===== src/rtl/oled_select_grid.sv =====
// Row of NUM_SQ colour squares with a movable green selection border on the 96x64 OLED.
// Also owns button sync/edge detection, cursor movement, colour cycling and post-action lockout.
module oled_select_grid #(
  parameter int NUM_SQ   = 5,
  parameter int PERIOD   = 18,
  parameter int X0       = 9,
  parameter int Y0       = 29,
  parameter int SQ_SIZE  = 6,
  parameter int GAP      = 1,
  parameter int BW       = 3,
  parameter int TICK_DIV = 100000,
  parameter int LOCK_MS  = 200,
  parameter int WRAP     = 0,
  parameter int PER_SQ   = 1
) (
  input  logic        clk,
  input  logic        notReset,
  input  logic [12:0] pixel_index,
  input  logic        enable,
  input  logic        btnL,
  input  logic        btnR,
  input  logic        btnC,
  output logic [15:0] oled_data,
  output logic [2:0]  cursor_pos,
  output logic        busy
);

  localparam int TW = (TICK_DIV > 1) ? $clog2(TICK_DIV) : 1;
  localparam int LW = $clog2(LOCK_MS + 1);
  localparam logic [2:0]  LAST    = 3'(NUM_SQ - 1);
  localparam logic [8:0]  C_Y0    = 9'(Y0);
  localparam logic [8:0]  C_SQ    = 9'(SQ_SIZE);
  localparam logic [8:0]  C_SQM1  = 9'(SQ_SIZE - 1);
  localparam logic [8:0]  C_G     = 9'(GAP);
  localparam logic [8:0]  C_GB    = 9'(GAP + BW);
  localparam logic [15:0] GREEN   = 16'h07E0;

  typedef enum logic {ST_INTRO = 1'b0, ST_ACTIVE = 1'b1} state_t;

  state_t          r_state, w_state_nxt;
  logic            w_active;
  logic [TW-1:0]   r_tick;
  logic            w_tick;
  logic [2:0]      r_sync1, r_sync2, r_btn_d;
  logic [2:0]      w_edge;
  logic            w_do_l, w_do_r, w_do_c, w_accept;
  logic [2:0]      r_cursor;
  logic [NUM_SQ-1:0][1:0] r_col;
  logic            r_busy;
  logic [LW-1:0]   r_lock;
  logic [8:0]      w_x, w_y;
  logic            w_in_sq, w_ring_cur, w_ring_mid;
  logic [1:0]      w_sq_col;
  logic [15:0]     w_pix, r_oled;

  function automatic logic [8:0] sq_x(input int i);
    return 9'(X0 + i * PERIOD);
  endfunction

  function automatic logic [15:0] palette(input logic [1:0] c);
    case (c)
      2'd0:    return 16'hFFFF;
      2'd1:    return 16'hF800;
      2'd2:    return 16'h07E0;
      2'd3:    return 16'h001F;
      default: return 16'h0000;
    endcase
  endfunction

  function automatic logic in_square(input logic [8:0] x, input logic [8:0] y, input logic [8:0] sx);
    return (x >= sx) && (x < sx + C_SQ) && (y >= C_Y0) && (y < C_Y0 + C_SQ);
  endfunction

  // Ring = outer box minus inner box; offsets are added to x/y so nothing goes negative.
  function automatic logic ring_hit(input logic [8:0] x, input logic [8:0] y, input logic [8:0] sx);
    logic outer, inner;
    outer = (x + C_GB >= sx) && (x <= sx + C_SQM1 + C_GB) &&
            (y + C_GB >= C_Y0) && (y <= C_Y0 + C_SQM1 + C_GB);
    inner = (x + C_G >= sx) && (x <= sx + C_SQM1 + C_G) &&
            (y + C_G >= C_Y0) && (y <= C_Y0 + C_SQM1 + C_G);
    return outer && !inner;
  endfunction

  // Mode state register
  always_ff @(posedge clk or negedge notReset) begin
    if (!notReset) r_state <= ST_INTRO;
    else           r_state <= w_state_nxt;
  end

  // Mode next-state logic
  always_comb begin
    w_state_nxt = r_state;
    case (r_state)
      ST_INTRO:  w_state_nxt = enable ? ST_ACTIVE : ST_INTRO;
      ST_ACTIVE: w_state_nxt = enable ? ST_ACTIVE : ST_INTRO;
      default:   w_state_nxt = ST_INTRO;
    endcase
  end

  // Mode output decode
  always_comb begin
    w_active = 1'b0;
    case (r_state)
      ST_ACTIVE: w_active = 1'b1;
      default:   w_active = 1'b0;
    endcase
  end

  assign w_tick = (r_tick == TW'(TICK_DIV - 1));

  // Free-running millisecond tick counter
  always_ff @(posedge clk or negedge notReset) begin
    if (!notReset)   r_tick <= '0;
    else if (w_tick) r_tick <= '0;
    else             r_tick <= r_tick + 1'b1;
  end

  // Two-flop synchroniser plus delayed copy for rising-edge detect, bits {C,R,L}
  always_ff @(posedge clk or negedge notReset) begin
    if (!notReset) begin
      r_sync1 <= 3'b000;
      r_sync2 <= 3'b000;
      r_btn_d <= 3'b000;
    end else begin
      r_sync1 <= {btnC, btnR, btnL};
      r_sync2 <= r_sync1;
      r_btn_d <= r_sync2;
    end
  end

  assign w_edge = r_sync2 & ~r_btn_d;

  // Action arbitration: L beats R beats C; a saturated move is rejected without lockout
  always_comb begin
    w_do_l = 1'b0;
    w_do_r = 1'b0;
    w_do_c = 1'b0;
    if (w_active && !r_busy) begin
      if (w_edge[0])      w_do_l = (r_cursor != 3'd0) || (WRAP != 0);
      else if (w_edge[1]) w_do_r = (r_cursor != LAST) || (WRAP != 0);
      else if (w_edge[2]) w_do_c = 1'b1;
      else                w_do_c = 1'b0;
    end else begin
      w_do_l = 1'b0;
    end
  end

  assign w_accept = w_do_l | w_do_r | w_do_c;

  // Cursor register
  always_ff @(posedge clk or negedge notReset) begin
    if (!notReset)   r_cursor <= LAST;
    else if (w_do_l) r_cursor <= (r_cursor == 3'd0) ? LAST : r_cursor - 3'd1;
    else if (w_do_r) r_cursor <= (r_cursor == LAST) ? 3'd0 : r_cursor + 3'd1;
  end

  // Colour index registers
  always_ff @(posedge clk or negedge notReset) begin
    if (!notReset) begin
      r_col <= '0;
    end else begin
      for (int i = 0; i < NUM_SQ; i++) begin
        if (w_do_c && ((PER_SQ == 0) || (r_cursor == 3'(i)))) r_col[i] <= r_col[i] + 2'd1;
      end
    end
  end

  // Lockout: counts LOCK_MS ticks after an accepted action
  always_ff @(posedge clk or negedge notReset) begin
    if (!notReset) begin
      r_busy <= 1'b0;
      r_lock <= '0;
    end else if (w_accept) begin
      r_busy <= 1'b1;
      r_lock <= '0;
    end else if (r_busy && w_tick) begin
      if (r_lock == LW'(LOCK_MS - 1)) begin
        r_busy <= 1'b0;
        r_lock <= '0;
      end else begin
        r_lock <= r_lock + 1'b1;
      end
    end
  end

  assign w_x = 9'(pixel_index % 13'd96);
  assign w_y = 9'(pixel_index / 13'd96);

  // Geometry hit tests for the current pixel
  always_comb begin
    w_in_sq    = 1'b0;
    w_sq_col   = 2'd0;
    w_ring_cur = 1'b0;
    for (int i = 0; i < NUM_SQ; i++) begin
      if (in_square(w_x, w_y, sq_x(i))) begin
        w_in_sq  = 1'b1;
        w_sq_col = r_col[i];
      end
      if (r_cursor == 3'(i)) w_ring_cur = ring_hit(w_x, w_y, sq_x(i));
    end
    w_ring_mid = ring_hit(w_x, w_y, sq_x(NUM_SQ / 2));
  end

  // Pixel colour selection
  always_comb begin
    w_pix = 16'h0000;
    if (pixel_index >= 13'd6144) w_pix = 16'h0000;
    else if (!w_active)          w_pix = w_ring_mid ? GREEN : 16'h0000;
    else if (w_in_sq)            w_pix = palette(w_sq_col);
    else if (w_ring_cur)         w_pix = GREEN;
    else                         w_pix = 16'h0000;
  end

  // Registered pixel output
  always_ff @(posedge clk or negedge notReset) begin
    if (!notReset) r_oled <= 16'h0000;
    else           r_oled <= w_pix;
  end

  assign oled_data  = r_oled;
  assign cursor_pos = r_cursor;
  assign busy       = r_busy;

endmodule


===== config.mk =====
export PLATFORM = sky130hd
export DESIGN_NAME = oled_select_grid
export DESIGN_NICKNAME = d
export VERILOG_FILES = /design/src/rtl/oled_select_grid.sv
export SDC_FILE = /design/constraint.sdc
export NUM_CORES = 1
export LEC_CHECK = 0
export ABC_AREA = 0
export BUFFER_PORTS_ARGS = -buffer_cell sky130_fd_sc_hd__buf_2
export CORE_MARGIN = 2
export CORE_UTILIZATION = 49
export CTS_CLUSTER_DIAMETER = 150
export DETAILED_ROUTE_END_ITERATION = 6
export PLACE_DENSITY = 0.65
export SLEW_MARGIN = 20
export SYNTH_ARGS = -nofsm -noshare
export SYNTH_HDL_FRONTEND = slang
export SYNTH_SLANG_ARGS = --single-unit

===== constraint.sdc =====
create_clock -name clk -period 3.3 [get_ports clk]
set_input_delay 0.33 -clock clk [delete_from_list [all_inputs] [get_ports clk]]
set_output_delay 0.33 -clock clk [all_outputs]
set_load 0.02 [all_outputs]

# Yosys cells after proc, flatten, opt, wreduce, memory -nomap -nowiden
# Cells that the tools add are included.
classes:
  n_reduce_logical: 70
  div: 2
  bitwise_logic: 4
  add_sub_neg: 13
  mux: 43
  magnitude_cmp: 37
  n_eq_ne: 10
op_table:
  columns: ["cell", "n"]
  rows:
  - ["case mux 16 bit (4 select lines)", 1]
  - ["logical AND 1 bit", 57]
  - [">= comparator 9 x 5 -> 1 bit, second input constant", 6]
  - [">= comparator 9 x 6 -> 1 bit, second input constant", 6]
  - ["less-or-equal comparator 9 x 6 -> 1 bit, second input constant", 6]
  - ["2-to-1 mux 16 bit", 3]
  - ["less-or-equal comparator 9 x 7 -> 1 bit, second input constant", 4]
  - [">= comparator 9 x 4 -> 1 bit, second input constant", 3]
  - [">= comparator 9 x 7 -> 1 bit, second input constant", 3]
  - ["less-than comparator 9 x 6 -> 1 bit, second input constant", 3]
  - ["2-to-1 mux 1 bit", 24]
  - ["2-to-1 mux 8 bit", 3]
  - ["2-to-1 mux 11 bit", 2]
  - ["adder 9 x 1 -> 9 bit, second input constant", 2]
  - ["adder 9 x 3 -> 9 bit, second input constant", 2]
  - ["less-than comparator 9 x 7 -> 1 bit, second input constant", 2]
  - ["adder 17 x 1 -> 17 bit, second input constant", 1]
  - ["== test 17 bit, second input constant", 1]
  - ["2-to-1 mux 17 bit", 1]
  - ["divider 13 x 7 -> 13 bit, second input constant", 1]
  - [">= comparator 13 bit, second input constant", 1]
  - ["remainder unit 13 x 7 -> 13 bit, second input constant", 1]
  - ["2-to-1 mux 3 bit", 4]
  - ["adder 2 x 1 -> 2 bit, second input constant", 5]
  - ["23 further kinds", 37]
word_totals:
  out_inout_bits: 20
  in_bits: 19
  word_cells: 193
  ff_bits: 65

# Depth between registers and ports, before layout
# Gate-level depths: netlist of the first run.
logic_depth:
  depth_word: 17
  depth_mapped: 24
  mapped_depth_nobuf: 21

# Worst setup path before layout of the first run
# Ideal clock, no wire load.
synth_timing:
  kind: "input -> register"
  startpoint: "input port pixel_index[7]"
  endpoint: "register r_oled[14] (netlist: oled_data[14])"
  n_path_buf: 3
  t_required_ns: 3.184
  path_stages: 22
  setup_time_ns: 0.116
  slack_ns: -0.785
  t_arrival_ns: 3.969
  path_cell_list: "clkbuf_1 > inv_1 > nor3_1 > o32ai_2 > or2_1 > buf_6 > buf_2 > a211o_1 > ha_1 > nand2_1 > o21ai_0 > a21o_1 > o32ai_1 > nor2_1 > and4_1 > or3_1 > a211oi_2 > nand2b_1 > inv_2 > ha_1 > nor2_1 > nor2_1"
synth_via:
  elab_chain_cells: 15
  word_cells_on_any_way: 48
synth_lines:
  columns: ["element", "line_no", "rtl"]
  rows:
  - ["start: declaration", "18", "input logic [12:0] pixel_index,"]
  - ["remainder unit 13 x 7 -> 13 bit", "186", "assign w_x = 9'(pixel_index % 13'd96);"]
  - [">= comparator 9 x 4 -> 1 bit / less-than comparator 9 x 4 -> 1 bit (equally long branches)", "71", "return (x >= sx) && (x < sx + C_SQ) && (y >= C_Y0) && (y < C_Y0 + C_SQ);"]
  - ["logical AND 1 bit (3 in series)", "71", null]
  - ["2-to-1 mux 2 bit (5 in series)", "195", "if (in_square(w_x, w_y, sq_x(i))) begin"]
  - ["== test 2 bit (tied with other cells)", "61", "case (c)"]
  - ["case mux 16 bit (4 select lines)", "61", null]
  - ["2-to-1 mux 16 bit", "209", "else if (w_in_sq) w_pix = palette(w_sq_col);"]
  - ["2-to-1 mux 16 bit", "208", "else if (!w_active) w_pix = w_ring_mid ? GREEN : 16'h0000;"]
  - ["2-to-1 mux 16 bit (*)", "207", "if (pixel_index >= 13'd6144) w_pix = 16'h0000;"]
  - ["end signal: assignment", "217", "else r_oled <= w_pix;"]
  - ["end: declaration", "54", "logic [15:0] w_pix, r_oled;"]
# Every way passes the cells marked *; elsewhere a longest branch is shown, timed or not.
# A chain may end at the register's enable or synchronous reset.

# Final worst setup path of the first run
layout_timing:
  startpoint: "input port pixel_index[11]"
  endpoint: "register r_oled[14] (netlist: oled_data[14])"
# Same word-level chain as after synthesis.

==> impl_results.md, run 1 <==
- CTS Root Cell: clkbuf_8
- Clock Sink Count: 52
- Vias: 5113
- Pwr/cell area: 352 nW/um2
- GRT Residual Overflow: 0
- Crit start category: primary input
- DRT Pass-1 Iters: 5
- Yosys warning count: 0
- Adder-Cell Fraction of Synth Area: 7.06%
- Crit end category: register
- Most common cell after layout, fill and taps aside: buf_4
- WS Path Type: primary input to register
- Final Hold Violating Endpoints: 0
- Die W: 105 um
- Final wirelength: 14200 um
- VDD IR max: 0.597 mV
- Clk slew on worst S/H paths: 0.08 ns
- Post-route cell area: 6330 um2
- Nets@finish: 785
- Mapped Cells: 626
- Sequential share of the synthesized area: 26.3%
- Syn nets: 673
- Initial antenna violation count: 0
- Largest net degree at the start of global routing: 36
- Vias in the first global route: 4839
- Final setup violation count: 3
- All-Layer GR Usage: 25.4%
- Hold Path Class: primary input to async pin
- Layout cells sized above 1: 29.8%
- First-pass GRT wire length: 23400 um
- Synth Area in Compound Gates: 25.9%
- Largest family of logic cells by synthesized area: compound AO/OA/AOI/OAI gates
- Inst Count DP: 850
- Dpl cell area: 5900 um2
- DRC: 0
- Async SR Flop Fraction: 100%
- Final min period: 3.71 ns
- Synth top area share: 25.7%
- CTS max path bufs: 2
- Clock skew: 0.00520 ns
- PortBufs: 38
- CTS H-tree lvls: 2
- Synth Area per Inst: 7.92 um2
- Status: finished with violations
- Mux cell area share after synthesis: 1.46%
- N_diodes: 0
- Post-DRT Antenna Nets: 0
- P&R area growth vs syn: 27.5%
- Final Non-Filler Cells: 872
- Die ar.: 10900 um2
- Average wire per standard cell: 16.2 um
- Core area: 9820 um2
- Main synth FF type: dfrtp_1
- Worst skew pair latency: 0.30 ns
- Reported leakage power: 2.79 nW
- #FFs+latches synth: 52
- Max-cap violation count: 0
- Synth area leader: dfrtp_1
- RSZ-0062 raised after global routing: true
- EDFF count, synth: 0
- Mapped Area: 4960 um2
- Total negative slack: -1.03 ns
- Slew Viols, Final: 0
- Leading post-synthesis cells by cell area: dfrtp_1 (26%), ha_1 (7.1%), xnor2_1 (5.1%), nand2_1 (4.6%), nor2_1 (4.3%)
- Tcrit/Tclk final: 112%
- Measured slew at the worst slew-check pin: 0.770 ns
- Fraction of synthesized cell area in xor and xnor cells: 6.89%
- TritonCTS buffer count: 5
- # rows: 36
- Initial core utilization: 50.5%
- Relative slew slack: 48.2%
- Hpwl dp: 10700 um
- Dpl ws: -0.828 ns
- Worst setup slack after layout: -0.408 ns
- Count of cell types in the netlist: 82
- Routed vias/inst: 5.86
- Violated checks: setup timing
- GP Congestion: 0.951
- Simple-gate share of the synthesized area: 25.2%
- CP required: 3.50 ns
- TritonCTS clock tree: yes
- Crit path DAT: 3.90 ns
- Achievable frequency: 270 MHz
- Initial drt markers: 286
- Crit path max fanout: 6
- I/O Pins: 39
- Die Y: 105 um
- Most frequent cells in the layout: buf_4 (108), nand2_1 (60), dfrtp_1 (51), nor2_1 (50), o21ai_0 (37)
-- per-stage QoR --
step	hold WS [ns]	utilization, %	power, W
after floorplan	0.0344	-	0.00146
after global placement	0.335	60.1	0.00180
after detailed placement	0.338	60.1	0.00182
after CTS	0.111	63.0	0.00220
after global routing	0.112	64.4	0.00238
final	0.0954	64.4	0.00223
-- area by class of cell --
cell class / instances / area [um2]
clock buffer: 7 / 76.3
timing repair buffer: 152 / 1110
sequential: 52 / 1300
fill: 867 / 3490
multi-input combinational: 504 / 3580
tap: 133 / 166
clock inverter: 1 / 5.00
inverter: 23 / 86.3
-- synthesized netlist by cell type (4+ instances only) --
| cell type | count |
|---|---|
| a211o_1 | 7 |
| a211oi_1 | 9 |
| a21o_1 | 6 |
| a21oi_1 | 36 |
| a221oi_1 | 4 |
| a22oi_1 | 6 |
| a31oi_1 | 8 |
| and3_1 | 10 |
| buf_2 | 10 |
| buf_4 | 16 |
| clkbuf_1 | 16 |
| dfrtp_1 | 51 |
| ha_1 | 28 |
| inv_1 | 22 |
| mux2i_1 | 5 |
| nand2_1 | 61 |
| nand2b_1 | 8 |
| nand3_1 | 33 |
| nand3b_1 | 7 |
| nand4_1 | 8 |
| nor2_1 | 57 |
| nor2b_1 | 9 |
| nor3_1 | 21 |
| nor3b_1 | 5 |
| o211ai_1 | 6 |
| o21ai_0 | 42 |
| o22ai_1 | 5 |
| o311ai_0 | 4 |
| o31ai_1 | 4 |
| or3_1 | 6 |
| xnor2_1 | 29 |
| xor2_1 | 10 |
-- what timing repair did --
item | 4_1_cts | 5_1_grt
resized for setup | 37 | 26
endpoints found under the hold margin | 0 | 0
setup buffers | 13 | 7
endpoints found under the setup margin | 3 | 3
hold buffers | 0 | 0
pin swaps | 15 | 15
-- cells by family (layout without fill, tap and decap cells) --
| logic type | Yosys count | count (layout) |
|---|---|---|
| xor gates and xnor gates | 39 | 39 |
| muxes | 7 | 7 |
| adders and majority gates | 28 | 28 |
| buffers and inverters | 70 | 183 |
| DFF | 52 | 52 |
| and+or+nand+nor | 249 | 249 |
| AOI/OAI and AO/OA | 181 | 181 |
-- critical path: stages --
cell      delay (ns)
buf_8           0.10
or4bb_4         0.55
a21oi_4         0.14
o22a_2          0.18
nor2_4          0.06
nand3_2         0.08
o21ai_1         0.07
a211o_1         0.25
ha_2            0.20
nand2_2         0.06
o21ai_2         0.06
a21o_1          0.17
o32ai_2         0.24
nor2_1          0.09
and4_1          0.18
or3_4           0.33
a211oi_2        0.26
nand2b_4        0.21
inv_2           0.04
ha_2            0.17
nor2_2          0.07
nor2_1          0.05
-- state kept, by name, indices dropped and copies added, names as in the netlist, 3 cells and up --
register,flops
r_btn_d,3
r_lock,8
r_col,10
r_tick,17
oled_data,3
cursor_pos,3
r_sync2,3
r_sync1,3
-- metal layers --
layer	global-route usage, %	vias up	wire length (um)
met2	42.7	144	6810
met1	35.5	2441	6470
met3	2.62	18	676
met5	0	-	0
met4	5.81	0	208
li1	-	2510	-
-- power breakdown --
part	internal (W)	switching [W]	leakage (nW)
sequential	0.000716	0.0000852	0.670
clock	0.000149	0.000185	0.0422
combinational	0.000476	0.000617	2.07
-- path summary, 6_finish.rpt --
path,start,to,slack (ns),cells past startpoint
min in group clk,btnR,r_sync1[1],0.13,1
max in group asynchronous,notReset,r_col[0],2.49,2
min,notReset,r_lock[7],0.1,1
max,pixel_index[11],oled_data[14],-0.41,22
min reg2reg,r_sync1[0],r_sync2[0],0.35,0
max reg2reg,r_tick[14],r_lock[7],0.52,5
Note: power is estimated with default switching activity, not from simulation.
==> run 2: changes to the inputs <==
Settings changed: CORE_UTILIZATION 49 to 54, PLACE_DENSITY 0.65 to 0.71.
==> run 2 against run 1 <==
  * The flow still finishes with violations (setup timing)
  * Flip-flop and latch count unchanged
  * Sequential power is essentially flat
  * Clock power grew 1%
  * Die area decreased by 8.9%
  * Critical path depth stayed put
  * Non-clock buffer count up 4
  * Power is 0.95% higher
  * Highest routed layer unchanged
==> impl_results.md, run 2 (synthesis gave the netlist of run 1 again) <==
- Average wire per standard cell: 16.8 um
- Measured slew at the worst slew-check pin: 0.807 ns
- Total Power: 0.00225 W
- WS Path Type: primary input to register
- CP required: 3.51 ns
- TritonCTS buffer count: 5
- Fillers: 696
- Nets@finish: 789
- N_diodes: 0
- GRT Residual Overflow: 0
- DRT Pass-1 Iters: 5
- Worst skew pair latency: 0.29 ns
- Clock skew: 0.00730 ns
- Hold Path Class: primary input to async pin
- Initial antenna violation count: 0
- All-Layer GR Usage: 28.4%
- Initial core utilization: 56.3%
- Final wirelength: 14300 um
- Clk slew on worst S/H paths: 0.09 ns
- Crit path DAT: 3.99 ns
- P&R area growth vs syn: 26.8%
- Slew Viols, Final: 0
- RSZ-0062 raised after global routing: true
- Die Y: 99.9 um
- # rows: 34
- I/O Pins: 39
- Most common cell after layout, fill and taps aside: buf_4
- Relative slew slack: 46.2%
- Status: finished with violations
- Register with the most flip-flops: r_tick
- TritonCTS clock tree: yes
- Violated checks: setup timing
- Vias in the first global route: 5034
- CTS max path bufs: 2
- Final min period: 3.78 ns
- Crit path max fanout: 4
- Crit end category: register
- GP Congestion: 1.03
- Largest register FFs: 17
- First-pass GRT wire length: 23500 um
- Pwr/cell area: 358 nW/um2
- Max-cap violation count: 0
- Initial drt markers: 262
- Hold WS: 0.113 ns
- Crit Reg-Reg Startpoint: cursor_pos[1]
- Clock Sink Count: 52
- Layout cells sized above 1: 29.5%
- Final setup violation count: 3
- R2R depth: 11
- VDD IR max: 0.466 mV
- Final Hold Violating Endpoints: 0
- Die ar.: 9970 um2
- Top flop regs: r_tick x17, r_col x10, r_lock x8
- Largest net degree at the start of global routing: 39
- Reported leakage power: 2.79 nW
- CTS H-tree lvls: 2
- DRC: 0
- Core area: 8810 um2
- Hpwl dp: 10700 um
- Register-to-Register Setup Slack: 0.35 ns
- Crit start category: primary input
- Routed vias/inst: 6.16
- Most frequent cells in the layout: buf_4 (115), nand2_1 (60), nor2_1 (53), dfrtp_1 (51), o21ai_0 (38)
- Tcrit/Tclk final: 115%
- Vias: 5238
- Dpl ws: -0.808 ns
- Worst setup slack after layout: -0.484 ns
- Achievable frequency: 264 MHz
- Die W: 99.9 um
- PortBufs: 38
- RR Endpoint: r_lock[6]
- CTS Root Cell: clkbuf_8
- Post-DRT Antenna Nets: 0
-- run 2: cell types whose count changed in the layout (fill, tap and decap cells not counted), moves of 2 or more --
cell / previous run / this run
nor2_1: 50 / 53
buf_6: 9 / 5
a21oi_2: 2 / 4
ha_4: 1 / 3
nor3b_2: 2 / 0
nor2_2: 5 / 2
buf_4: 108 / 115
ha_2: 4 / 2
-- run 2: power by group --
group          switching, W  total (W)  internal [W]
logic              0.000625    0.00111      0.000488
clock network      0.000188   0.000337      0.000149
registers         0.0000828   0.000799      0.000716
total              0.000896    0.00225       0.00135
-- run 2: worst max path at each step --
stage,from,cells past startpoint,slack [ns],endpoint
2_1_floorplan,pixel_index[9],22,-0.61,oled_data[14]
3_3_place_gp,pixel_index[8],22,-0.74,oled_data[14]
3_5_place_dp,pixel_index[8],22,-0.81,oled_data[14]
4_1_cts,pixel_index[8],22,-0.34,oled_data[14]
5_1_grt,pixel_index[8],22,-0.55,oled_data[14]
6_report,pixel_index[8],22,-0.48,oled_data[10]
-- run 2: timing repair --
item,in CTS,in global routing
hold buffers,0,0
gates cloned,0,0
endpoints found under the setup margin,3,3
resized for setup,35,14
pin swaps,19,5
setup buffers,10,6
-- run 2: through the flow --
stage / instances / utilization (%) / TNS [ns] / instance area (um2)
finish: 851 / 71.4 / -1.33 / 6290
global route: 851 / 71.4 / -1.63 / 6290
CTS: 845 / 70.1 / -1.00 / 6170
detailed placement: 829 / 67.0 / -2.33 / 5900
global placement: 829 / 67.0 / -2.13 / 5900
floorplan: 626 / - / -1.52 / 5070
-- run 2: layout make-up --
class	instances	area, um2	area share, %
Sequential cell	52	1300	20.7
Clock inverter	1	5.00	0.0796
Tap cell	108	135	2.15
Multi-Input combinational cell	504	3560	56.6
Inverter	23	86.3	1.37
Clock buffer	7	76.3	1.21
Timing Repair Buffer	156	1120	17.9
-- run 2: worst max-delay path: stages --
cell	delay (ns)
buf_8	0.11
or4bb_4	0.56
a21oi_2	0.18
o22a_2	0.18
nor2_4	0.06
nand3_2	0.10
o21ai_2	0.06
a211o_1	0.25
buf_4	0.15
buf_6	0.11
buf_6	0.11
ha_4	0.23
nor2_4	0.13
nand3_1	0.09
and4_1	0.21
a22oi_2	0.19
buf_4	0.17
buf_6	0.09
a21oi_2	0.03
a211oi_2	0.36
nand3_1	0.13
a31oi_1	0.18
-- run 2: per-layer routing --
layer | routed length (um) | GRT usage, % | share of wire [%] | up-vias
li1 | - | - | - | 2517
met1 | 6360 | 39.0 | 44 | 2492
met2 | 6790 | 47.3 | 47 | 194
met3 | 837 | 3.34 | 5.8 | 35
met4 | 330 | 8.75 | 2.3 | 0
met5 | 0 | 0 | 0 | -
